**src/rtl/mic_frame_scheduler.sv**
```systemverilog
// rtl/mic_frame_scheduler.sv - pairs two mic sample streams into sync/A/B byte frames
module mic_frame_scheduler #(
  parameter logic [7:0] SYNC_BYTE = 8'hA5,
  parameter int         DEPTH     = 4,
  parameter int         CNT_W     = 8
) (
  input  logic             clk,
  input  logic             rst,
  input  logic [7:0]       a_data,
  input  logic             a_valid,
  input  logic [7:0]       b_data,
  input  logic             b_valid,
  output logic [7:0]       tx_data,
  output logic             tx_valid,
  input  logic             tx_ready,
  output logic [CNT_W-1:0] drop_count,
  output logic             drop_flag,
  output logic             frame_done
);
  localparam int AW = $clog2(DEPTH);

  typedef enum logic [1:0] {IDLE, SYNC, SEND_A, SEND_B} state_t;

  state_t           state_q, state_d;
  logic [7:0]       mem_a_q [DEPTH];
  logic [7:0]       mem_a_d [DEPTH];
  logic [7:0]       mem_b_q [DEPTH];
  logic [7:0]       mem_b_d [DEPTH];
  logic [AW:0]      wp_a_q, wp_a_d, rp_a_q, rp_a_d;
  logic [AW:0]      wp_b_q, wp_b_d, rp_b_q, rp_b_d;
  logic [7:0]       tx_data_q, tx_data_d;
  logic             tx_valid_q, tx_valid_d;
  logic [CNT_W-1:0] drop_count_q, drop_count_d;
  logic             drop_flag_q, drop_flag_d;
  logic             frame_done_q, frame_done_d;

  logic             a_empty, a_full, b_empty, b_full;
  logic             xfer, a_pop, b_pop, a_push, b_push, a_drop, b_drop;
  logic             a_ne_next, b_ne_next;
  logic [CNT_W:0]   drop_sum;

  assign a_empty = (wp_a_q == rp_a_q);
  assign b_empty = (wp_b_q == rp_b_q);
  assign a_full  = (wp_a_q[AW] != rp_a_q[AW]) && (wp_a_q[AW-1:0] == rp_a_q[AW-1:0]);
  assign b_full  = (wp_b_q[AW] != rp_b_q[AW]) && (wp_b_q[AW-1:0] == rp_b_q[AW-1:0]);

  assign xfer   = tx_valid_q && tx_ready;
  assign a_pop  = xfer && (state_q == SEND_A);
  assign b_pop  = xfer && (state_q == SEND_B);
  // A full FIFO still accepts a sample when its head leaves in the same cycle
  assign a_push = a_valid && (!a_full || a_pop);
  assign b_push = b_valid && (!b_full || b_pop);
  assign a_drop = a_valid && !a_push;
  assign b_drop = b_valid && !b_push;

  always_comb begin
    mem_a_d = mem_a_q;
    mem_b_d = mem_b_q;
    wp_a_d  = wp_a_q;
    wp_b_d  = wp_b_q;
    rp_a_d  = rp_a_q;
    rp_b_d  = rp_b_q;

    if (a_push) begin
      mem_a_d[wp_a_q[AW-1:0]] = a_data;
      wp_a_d                  = wp_a_q + (AW+1)'(1);
    end
    if (b_push) begin
      mem_b_d[wp_b_q[AW-1:0]] = b_data;
      wp_b_d                  = wp_b_q + (AW+1)'(1);
    end
    if (a_pop) rp_a_d = rp_a_q + (AW+1)'(1);
    if (b_pop) rp_b_d = rp_b_q + (AW+1)'(1);

    a_ne_next = (wp_a_d != rp_a_d);
    b_ne_next = (wp_b_d != rp_b_d);

    drop_sum     = {1'b0, drop_count_q} + (CNT_W+1)'(a_drop) + (CNT_W+1)'(b_drop);
    drop_count_d = drop_sum[CNT_W] ? '1 : drop_sum[CNT_W-1:0];
    drop_flag_d  = drop_flag_q || a_drop || b_drop;
  end

  always_comb begin
    state_d      = state_q;
    frame_done_d = 1'b0;
    unique case (state_q)
      IDLE:   if (!a_empty && !b_empty) state_d = SYNC;
      SYNC:   if (xfer) state_d = SEND_A;
      SEND_A: if (xfer) state_d = SEND_B;
      SEND_B: begin
        if (xfer) begin
          frame_done_d = 1'b1;
          state_d      = (a_ne_next && b_ne_next) ? SYNC : IDLE;
        end
      end
      default: state_d = IDLE;
    endcase

    // Output bytes are precomputed for the next state; heads only move on pops, so they hold while stalled
    tx_valid_d = (state_d != IDLE);
    unique case (state_d)
      SYNC:    tx_data_d = SYNC_BYTE;
      SEND_A:  tx_data_d = mem_a_q[rp_a_d[AW-1:0]];
      SEND_B:  tx_data_d = mem_b_q[rp_b_d[AW-1:0]];
      default: tx_data_d = 8'h00;
    endcase
  end

  always_ff @(posedge clk) begin
    if (rst) begin
      state_q      <= IDLE;
      wp_a_q       <= '0;
      rp_a_q       <= '0;
      wp_b_q       <= '0;
      rp_b_q       <= '0;
      tx_data_q    <= 8'h00;
      tx_valid_q   <= 1'b0;
      drop_count_q <= '0;
      drop_flag_q  <= 1'b0;
      frame_done_q <= 1'b0;
    end else begin
      state_q      <= state_d;
      wp_a_q       <= wp_a_d;
      rp_a_q       <= rp_a_d;
      wp_b_q       <= wp_b_d;
      rp_b_q       <= rp_b_d;
      tx_data_q    <= tx_data_d;
      tx_valid_q   <= tx_valid_d;
      drop_count_q <= drop_count_d;
      drop_flag_q  <= drop_flag_d;
      frame_done_q <= frame_done_d;
    end
  end

  always_ff @(posedge clk) begin
    mem_a_q <= mem_a_d;
    mem_b_q <= mem_b_d;
  end

  assign tx_data    = tx_data_q;
  assign tx_valid   = tx_valid_q;
  assign drop_count = drop_count_q;
  assign drop_flag  = drop_flag_q;
  assign frame_done = frame_done_q;
endmodule
```
**config.mk**
```make
export PLATFORM = sky130hd
export DESIGN_NAME = mic_frame_scheduler
export DESIGN_NICKNAME = d
export VERILOG_FILES = /design/src/rtl/mic_frame_scheduler.sv
export SDC_FILE = /design/constraint.sdc
export NUM_CORES = 1
export LEC_CHECK = 0
export BUFFER_PORTS_ARGS = -buffer_cell sky130_fd_sc_hd__buf_4
export CORE_UTILIZATION = 59
export CTS_CLUSTER_SIZE = 28
export DETAILED_ROUTE_END_ITERATION = 6
export PLACE_DENSITY = 0.86
export SYNTH_ARGS = -nofsm -noshare
export SYNTH_HDL_FRONTEND = slang
export SYNTH_SLANG_ARGS = --single-unit
```
**constraint.sdc**
```tcl
create_clock -name clk -period 3.1 [get_ports clk]
set_clock_uncertainty 0.15 [all_clocks]
set_input_delay 0.62 -clock clk [delete_from_list [all_inputs] [get_ports clk]]
set_output_delay 0.62 -clock clk [all_outputs]
set_load 0.05 [all_outputs]
```
* Word level (Yosys, flattened, before mapping)
Cells that the tools add are included.
Storage, ports and cells: bits of input ports 21, memories 0, bits in latches 0, RAM bits 0, register bits after elaboration 97, word-level logic and storage cells 100, ROM bits 0, output and inout bits 19
Operators by class: $add $sub $neg 6, div/mod/pow operators 0, shift operators 0, bitwise operators 5, reduce and logical (&&, ||, !) cells 26, multiply operators 0, $lt $le $gt $ge 6, equal/unequal tests 14, muxes and demuxes 25
Operators by type and width (count):
- 32-bit bitwise mux | 2
- 8-bit 2-to-1 mux | 7
- 8-bit binary-select mux with 2-bit select | 2
- 8-bit demux with 2-bit select | 2
- 8-bit case mux with 3 select lines | 1
- 1-bit logical AND | 13
- 3-bit by 1-bit adder with 3-bit output (second input constant) | 4
- 3-bit >= comparator (second input constant) | 4
- 3-bit 2-to-1 mux | 4
- 2-bit inverter with 3-bit output | 4
- 8-bit by 1-bit adder with 9-bit output | 1
- 9-bit by 1-bit adder with 9-bit output | 1
- 2-bit == test (second input constant) | 4
- 2-bit 2-to-1 mux | 4
- 2-bit case mux with 4 select lines | 1
- 3-bit == test | 2
- 1-bit zero test | 6
- 3-bit by 1-bit < comparator with 1-bit output (second input constant) | 2
- 3-bit != test | 2
- 2-bit by 1-bit == test with 1-bit output (second input constant) | 2
- 2-bit == test | 2
- 1-bit logical OR | 4
- 2-bit zero test | 1
- 1-bit 2-to-1 mux | 2
- other kinds (4) | 5

* Longest topological paths before layout
Gate-level depths: netlist of run 1.
depth after elaboration 13, gate-level depth with buffers 12, mapped depth without buffers 11

* Least setup slack after synthesis of run 1
No wires, ideal clock.
path kind register to register, start point reg tx_valid_q (netlist: tx_valid), end point reg drop_count_q[0] (netlist: drop_count[0]), arrival time 2442 ps, setup time 72 ps, path buffers 1, setup slack 436 ps, required time 2878 ps, clock period less this slack 2664 ps, stages on the path, launching flop included 12, cell sequence dfxtp_1 nand4_2 clkbuf_1 nand2_1 nor2_1 nand2_1 fa_1 inv_1 ha_1 and3_1 nand3_1 a21oi_1
Between the ends: cells in the longest elaborated chain, start to end 9, elaborated cells between the ends (all ways) 14, classes of those cells add/sub: 2; mux: 1; reduce/logical: 11
Ends and longest elaborated chain:
- from (decl) | line 32 | logic tx_valid_q, tx_valid_d;
- from (signal assigned) | line 128 | tx_valid_q <= tx_valid_d;
- 1-bit logical AND (*) | line 47 | assign xfer = tx_valid_q && tx_ready;
- 1-bit logical AND | line 48 | assign a_pop = xfer && (state_q == SEND_A);
- 1-bit logical OR | line 51 | assign a_push = a_valid && (!a_full || a_pop);
- 1-bit logical AND | line 51
- 1-bit zero test | line 53 | assign a_drop = a_valid && !a_push;
- 1-bit logical AND | line 53
- 8-bit by 1-bit adder with 9-bit output | line 78 | drop_sum = {1'b0, drop_count_q} + (CNT_W+1)'(a_drop) + (CNT_W+1)'(b_drop);
- 9-bit by 1-bit adder with 9-bit output (*) | line 78
- 8-bit 2-to-1 mux (*) | line 79 | drop_count_d = drop_sum[CNT_W] ? '1 : drop_sum[CNT_W-1:0];
- to (signal assigned) | line 129 | drop_count_q <= drop_count_d;
- to (decl) | line 33 | logic [CNT_W-1:0] drop_count_q, drop_count_d;
Mark *: on every way between the ends. The rest lies on a longest branch, timed or not. A chain may end at the register's enable or synchronous reset.

* Worst setup path after layout of run 1
start point reg rp_b_q[1], end point reg tx_data_q[3] (netlist: tx_data[3])
Between the ends: cells in the longest elaborated chain, start to end 13, elaborated cells between the ends (all ways) 25, classes of those cells add/sub: 1; eq/ne: 6; mux: 10; bitwise: 1; reduce/logical: 7
Ends and longest elaborated chain:
- from (decl) | line 30 | logic [AW:0] wp_b_q, wp_b_d, rp_b_q, rp_b_d;
- from (signal assigned) | line 126 | rp_b_q <= rp_b_d;
- 2-bit == test | line 45 | assign b_full = (wp_b_q[AW] != rp_b_q[AW]) && (wp_b_q[AW-1:0] == rp_b_q[AW-1:0]);
- 1-bit logical AND | line 45
- 1-bit zero test | line 52 | assign b_push = b_valid && (!b_full || b_pop);
- 1-bit logical OR | line 52
- 1-bit logical AND | line 52
- 3-bit 2-to-1 mux | line 68 | if (b_push) begin
- 3-bit != test | line 76 | b_ne_next = (wp_b_d != rp_b_d);
- 1-bit logical AND | line 93 | state_d = (a_ne_next && b_ne_next) ? SYNC : IDLE;
- 1-bit 2-to-1 mux | line 93
- 2-bit 2-to-1 mux | line 91 | if (xfer) begin
- 2-bit case mux with 4 select lines | line 86 | unique case (state_q)
- 2-bit == test or 2-bit by 1-bit == test with 1-bit output (tied branches) | line 101 | unique case (state_d)
- 8-bit case mux with 3 select lines (*) | line 101
- to (signal assigned) | line 127 | tx_data_q <= tx_data_d;
- to (decl) | line 31 | logic [7:0] tx_data_q, tx_data_d;
Mark *: on every way between the ends. The rest lies on a longest branch, timed or not. The select of a mux whose other input is x is not followed.

==> results of run 1 <==
final cells by class:
cell class              count  area [sq um]
flip-flops and latches     97          2580
fillers                   480          2070
multi-input cells         200          1630
repair buffers             47           353
clock buffers              12           135
well taps                  96           120
inverters                  10          37.5
clock inverters             3          18.8
cell families after synthesis:
logic type,synth area share
adders and majority gates,0.0364
xor gates and xnor gates,0.0659
AOI/OAI and AO/OA,0.101
and+or+nand+nor,0.0873
buffers and inverters,0.0277
DFF,0.596
muxes,0.0849
flip-flops by register name, summed over array words and instances (netlist names):
| signal | flops |
|---|---|
| drop_count | 8 |
| drop_flag | 1 |
| frame_done | 1 |
| mem_a_q | 32 |
| mem_b_q | 32 |
| rp_a_q | 3 |
| rp_b_q | 3 |
| state_q | 2 |
| tx_data | 8 |
| tx_valid | 1 |
| wp_a_q | 3 |
| wp_b_q | 3 |
per-layer routing:
metal	up-vias	share of wire	routed length [um]	global-route usage
met5	-	0	0	0
met4	0	0.019	148	0.104
met3	10	0.033	257	0.0349
met2	64	0.49	3810	0.372
met1	1293	0.46	3610	0.293
li1	1288	-	-	-
power breakdown:
group          switching [W]  leakage (nW)  internal, W
logic               0.000145         0.846     0.000100
registers          0.0000350         0.855      0.00144
clock network       0.000405        0.0701     0.000286
cells in the final DEF, fill, tap and decap left out, drive strengths merged, types with 2 or more instances in the layout:
master     n
a211oi     4
a21oi     11
a31oi      4
and2       8
and3       3
buf       47
clkbuf    12
clkinvlp   2
dfxtp     33
edfxtp    64
ha        11
inv       10
mux2      10
mux2i      9
mux4       7
nand2     11
nand2b     3
nand3      6
nand4      2
nor2      23
nor3       5
o211ai     8
o21ai      9
o221ai     8
o22ai      8
or2        3
xnor2     17
xor2      13
worst max-delay path by stage:
stage / to / slack, ns / depth (start not counted)
final: tx_data[3]$_SDFF_PP0_ / 0.46 / 8
after global routing: drop_count[0]$_SDFF_PP0_ / 0.21 / 11
after CTS: tx_data[3]$_SDFF_PP0_ / 0.42 / 9
after detailed placement: tx_data[7]$_SDFF_PP0_ / 0.38 / 7
after global placement: tx_valid$_SDFF_PP0_ / 0.44 / 7
after floorplan: drop_count[0]$_SDFF_PP0_ / 0.44 / 11
through the flow:
stage	setup slack (ns)	utilization	cell area, sq um	std cells	hold WS [ns]
after floorplan	0.436	-	4330	323	0.343
after global placement	0.437	0.680	4720	450	0.309
after detailed placement	0.380	0.680	4720	450	0.317
after CTS	0.425	0.702	4870	465	0.292
after global routing	0.206	0.702	4870	465	0.293
final	0.456	0.702	4870	465	0.304
critical path, stage by stage (launching register included):
cell and delay [ns]:
dfxtp_1 0.53, ha_1 0.37, xor2_1 0.21, or4_1 0.14
a21oi_1 0.06, a311oi_1 0.30, o41ai_2 0.17, o31ai_4 0.43
mux2i_1 0.23
==> flow_summary.toml, run 1 <==
[outcome]
status = "finished clean"

[synth]
ys_ff_latch = 97
ys_types = 51
synthArstFlopShare = 0
synth_area_sq_mm = 0.00433
yosys-top-cells-area = "edfxtp_1, dfxtp_1, mux4_2, ha_1, xnor2_1"
synth_top_area_cell = "edfxtp_1"
synth_warnings = 0
synth_most_common_cell = "edfxtp_1"
synth_top_area_frac = 0.444
avgSynthCellArea_sq_um = 13.4
syn_inst = 323
synth_edf_count = 64
syn_nets = 356
synth.yosys.seq_area_share = 0.596
yosys-top-cells-count = "edfxtp_1, dfxtp_1, nor2_1, xnor2_1, xor2_1"
synthFlopType = "edfxtp_1"

[clocking]
clock-sinks = 97
clk_path_buf_depth = 2
clk_pin_slew_worst_paths_ns = 0.09
cts_made_buffers = 9
cts_tree = "done"
holdBufCountCts = 0
root_buffer = "clkbuf_8"
insertion_delay_ns = 0.36
postCtsSetupRepairBufs = 0
h-tree-depth = 3
cts_resized = 0

[floorplan]
fp.dieW_um = 87.7
die_h_um = 87.7
rows = 30
io_pins = 40
dieArea_sq_mm = 0.00769
core_area_sq_mm = 0.00694
start_util = 0.624

[critical_path]
reg2regPathDepth = 8
cp.arrival_ns = 2.79
reg2reg_to = "tx_data[3]$_SDFF_PP0_"
crit_required_ns = 3.24
critPathMaxFanout = 7
r2r-start = "rp_b_q[1]$_SDFF_PP0_"
r2r_slack_ns = 0.46
worstSetupStartpointType = "flip-flop"
startpoint = "rp_b_q[1]$_SDFF_PP0_"
critPathKind = "reg2reg"
crit_path_end_kind = "flip-flop"

[min_path]
whs_endpoint = "mem_a_q[11]$_DFFE_PP_"
hold_start = "a_data[3]"
hold_depth = 1
min_path_type = "in2reg"

[route]
num_vias = 2655
final_antenna_net_count = 0
drc_errors = 0
wl_per_cell_um = 16.8
drtIter0Drc = 122
firstDrtPassIters = 4
routed_wl_um = 7830
vias_per_cell = 5.71

[timing]
finalSetupViolCount = 0
hold_violations = 0
min_period_ns = 2.64
slew_violations = 0
rsz0062_at_grt = "false"
fin_tns_setup_ns = 0
worst_slew_pin_slew_ns = 0.722
fin_crit_sh = 0.853
fmax_mhz = 378
relSlewSlack = 0.513

[global_route]
grt_max_degree = 30
grt.total_usage = 0.224
grt_pass1_wl_um = 12500
first_global_vias = 2621
grt-ovfl-total = 0
antenna_found_initial = 0

[power_and_ir_drop]
max-vdd-ir-drop_uv = 310
power.leakage_nw = 1.77
finalPower_w = 0.00241
power_density_mw_per_mm2 = 494

[place]
globalplace.congestion = 0.813
portBuffers = 39
dp_hpwl_um = 5670

[final_layout]
nets = 398
antenna-diode-count = 0
drive_gt1_frac = 0.249
syn2layout_area_growth_pct = 12.6

[run]
drv_cap = 0
(Power assumes the default switching activity.)
==> run 2: changes to the inputs <==
Settings changed: RECOVER_POWER set to 50.
==> run 2 against run 1 <==
Combinational power fell by 6%. Final cell count did not move. Count of clock-buffer cells in the layout did not move. Sequential share of layout area rose by 1.6 points. Global-route usage did not move. Worst setup slack improved by 0.0037 ns. Design area fell by 3.0%. Sequential power barely moved. Critical path depth did not move. Utilization fell by 2.1 points. Critical path type unchanged. Critical endpoint unchanged. Highest routed layer unchanged.
==> flow_summary.toml, run 2 (synthesis gave the netlist of run 1 again) <==
[timing]
finalSetupViolCount = 0
fin_tns_setup_ns = 0
worst_slew_pin_slew_ns = 0.721
fmax_mhz = 379
slew_violations = 0
hold_violations = 0
relSlewSlack = 0.513
min_period_ns = 2.64
rsz0062_at_grt = "false"
fin_crit_sh = 0.852

[critical_path]
crit_required_ns = 3.24
crit_path_end_kind = "flip-flop"
critPathKind = "reg2reg"
critPathMaxFanout = 7
worstSetupStartpointType = "flip-flop"
cp.arrival_ns = 2.78

[clocking]
h-tree-depth = 3
cts_made_buffers = 9
clock-sinks = 97
root_buffer = "clkbuf_8"
cts_resized = 0
postCtsSetupRepairBufs = 0
clk_path_buf_depth = 2
cts_tree = "done"
holdBufCountCts = 0
clk_pin_slew_worst_paths_ns = 0.09
insertion_delay_ns = 0.35

[place]
globalplace.congestion = 0.813
dp.cells = 450
dp_hpwl_um = 5670
post_dp_cell_area_sq_mm = 0.00472
portBuffers = 39

[final_layout]
nFillCells = 522
fin_area_sq_mm = 0.00473
syn2layout_area_growth_pct = 9.22
final_common_cell = "edfxtp_1"
antenna-diode-count = 0
nets = 398
drive_gt1_frac = 0.144
layout.cells.non_filler = 465
final_cell_mix = "edfxtp_1, clkbuf_1, dfxtp_1, nor2_1, xnor2_1"
largestRegisters = "mem_a_q: 32 flops, mem_b_q: 32 flops"

[global_route]
grt_max_degree = 30
antenna_found_initial = 0
first_global_vias = 2621
grt-ovfl-total = 0
grt_pass1_wl_um = 12500
grt.total_usage = 0.224

[power_and_ir_drop]
power.leakage_nw = 1.63
power_density_mw_per_mm2 = 506
max-vdd-ir-drop_uv = 308

[route]
vias_per_cell = 5.71
num_vias = 2653
drc_errors = 0
final_antenna_net_count = 0
drtIter0Drc = 125
wl_per_cell_um = 17.0
firstDrtPassIters = 4
routed_wl_um = 7900

[outcome]
status = "finished clean"

[min_path]
min_path_type = "reg2reg"

[floorplan]
dieArea_sq_mm = 0.00769
io_pins = 40
rows = 30
fp.dieW_um = 87.7
start_util = 0.624
die_h_um = 87.7
core_area_sq_mm = 0.00694

[run]
drv_cap = 0
-- run 2: final cells by class --
| cell class | instances | area (sq um) | share of cell area |
|---|---|---|---|
| Multi-Input combinational cell | 200 | 1620 | 0.343 |
| Inverter | 10 | 37.5 | 0.00794 |
| Timing Repair Buffer | 47 | 214 | 0.0452 |
| Clock inverter | 3 | 18.8 | 0.00397 |
| Sequential cell | 97 | 2580 | 0.546 |
| Clock buffer | 12 | 135 | 0.0286 |
| Tap cell | 96 | 120 | 0.0254 |
-- run 2: worst max-delay path: stages (launching register included) --
cell and delay [ns]:
dfxtp_1 0.54, ha_1 0.37, xor2_1 0.20, or4_1 0.14, a21oi_1 0.06, a311oi_1 0.30
o41ai_2 0.17, o31ai_4 0.43, mux2i_1 0.23
-- run 2: report_power, final --
group	switching, W	total, W	leakage, nW	internal [W]
Clock	0.000404	0.000690	0.0701	0.000286
Combinational	0.000146	0.000230	0.707	0.0000841
Sequential	0.0000345	0.00147	0.855	0.00144
-- run 2: through the flow --
stage          power [W]  worst slack (ns)  hold WS (ns)   util
5_1_grt          0.00247             0.207         0.361  0.681
6_report         0.00239             0.460         0.331  0.681
4_1_cts          0.00242             0.425         0.292  0.702
2_1_floorplan    0.00166             0.436         0.343      -
3_5_place_dp     0.00175             0.380         0.317  0.680
3_3_place_gp     0.00174             0.437         0.309  0.680
-- run 2: per-layer routing --
layer / track usage / share of wire
met2: 0.372 / 0.49
met4: 0.104 / 0.017
met1: 0.293 / 0.46
met3: 0.0349 / 0.034
met5: 0 / 0
-- run 2: final timing paths --
kind / start / to / slack, ns / depth (start not counted)
setup reg to reg: rp_b_q[1]$_SDFF_PP0_ / tx_data[3]$_SDFF_PP0_ / 0.46 / 8
hold reg to reg: drop_flag$_SDFF_PP0_ / drop_flag$_SDFF_PP0_ / 0.33 / 2
setup / recovery: rp_b_q[1]$_SDFF_PP0_ / tx_data[3]$_SDFF_PP0_ / 0.46 / 8
hold / removal: drop_flag$_SDFF_PP0_ / drop_flag$_SDFF_PP0_ / 0.33 / 2
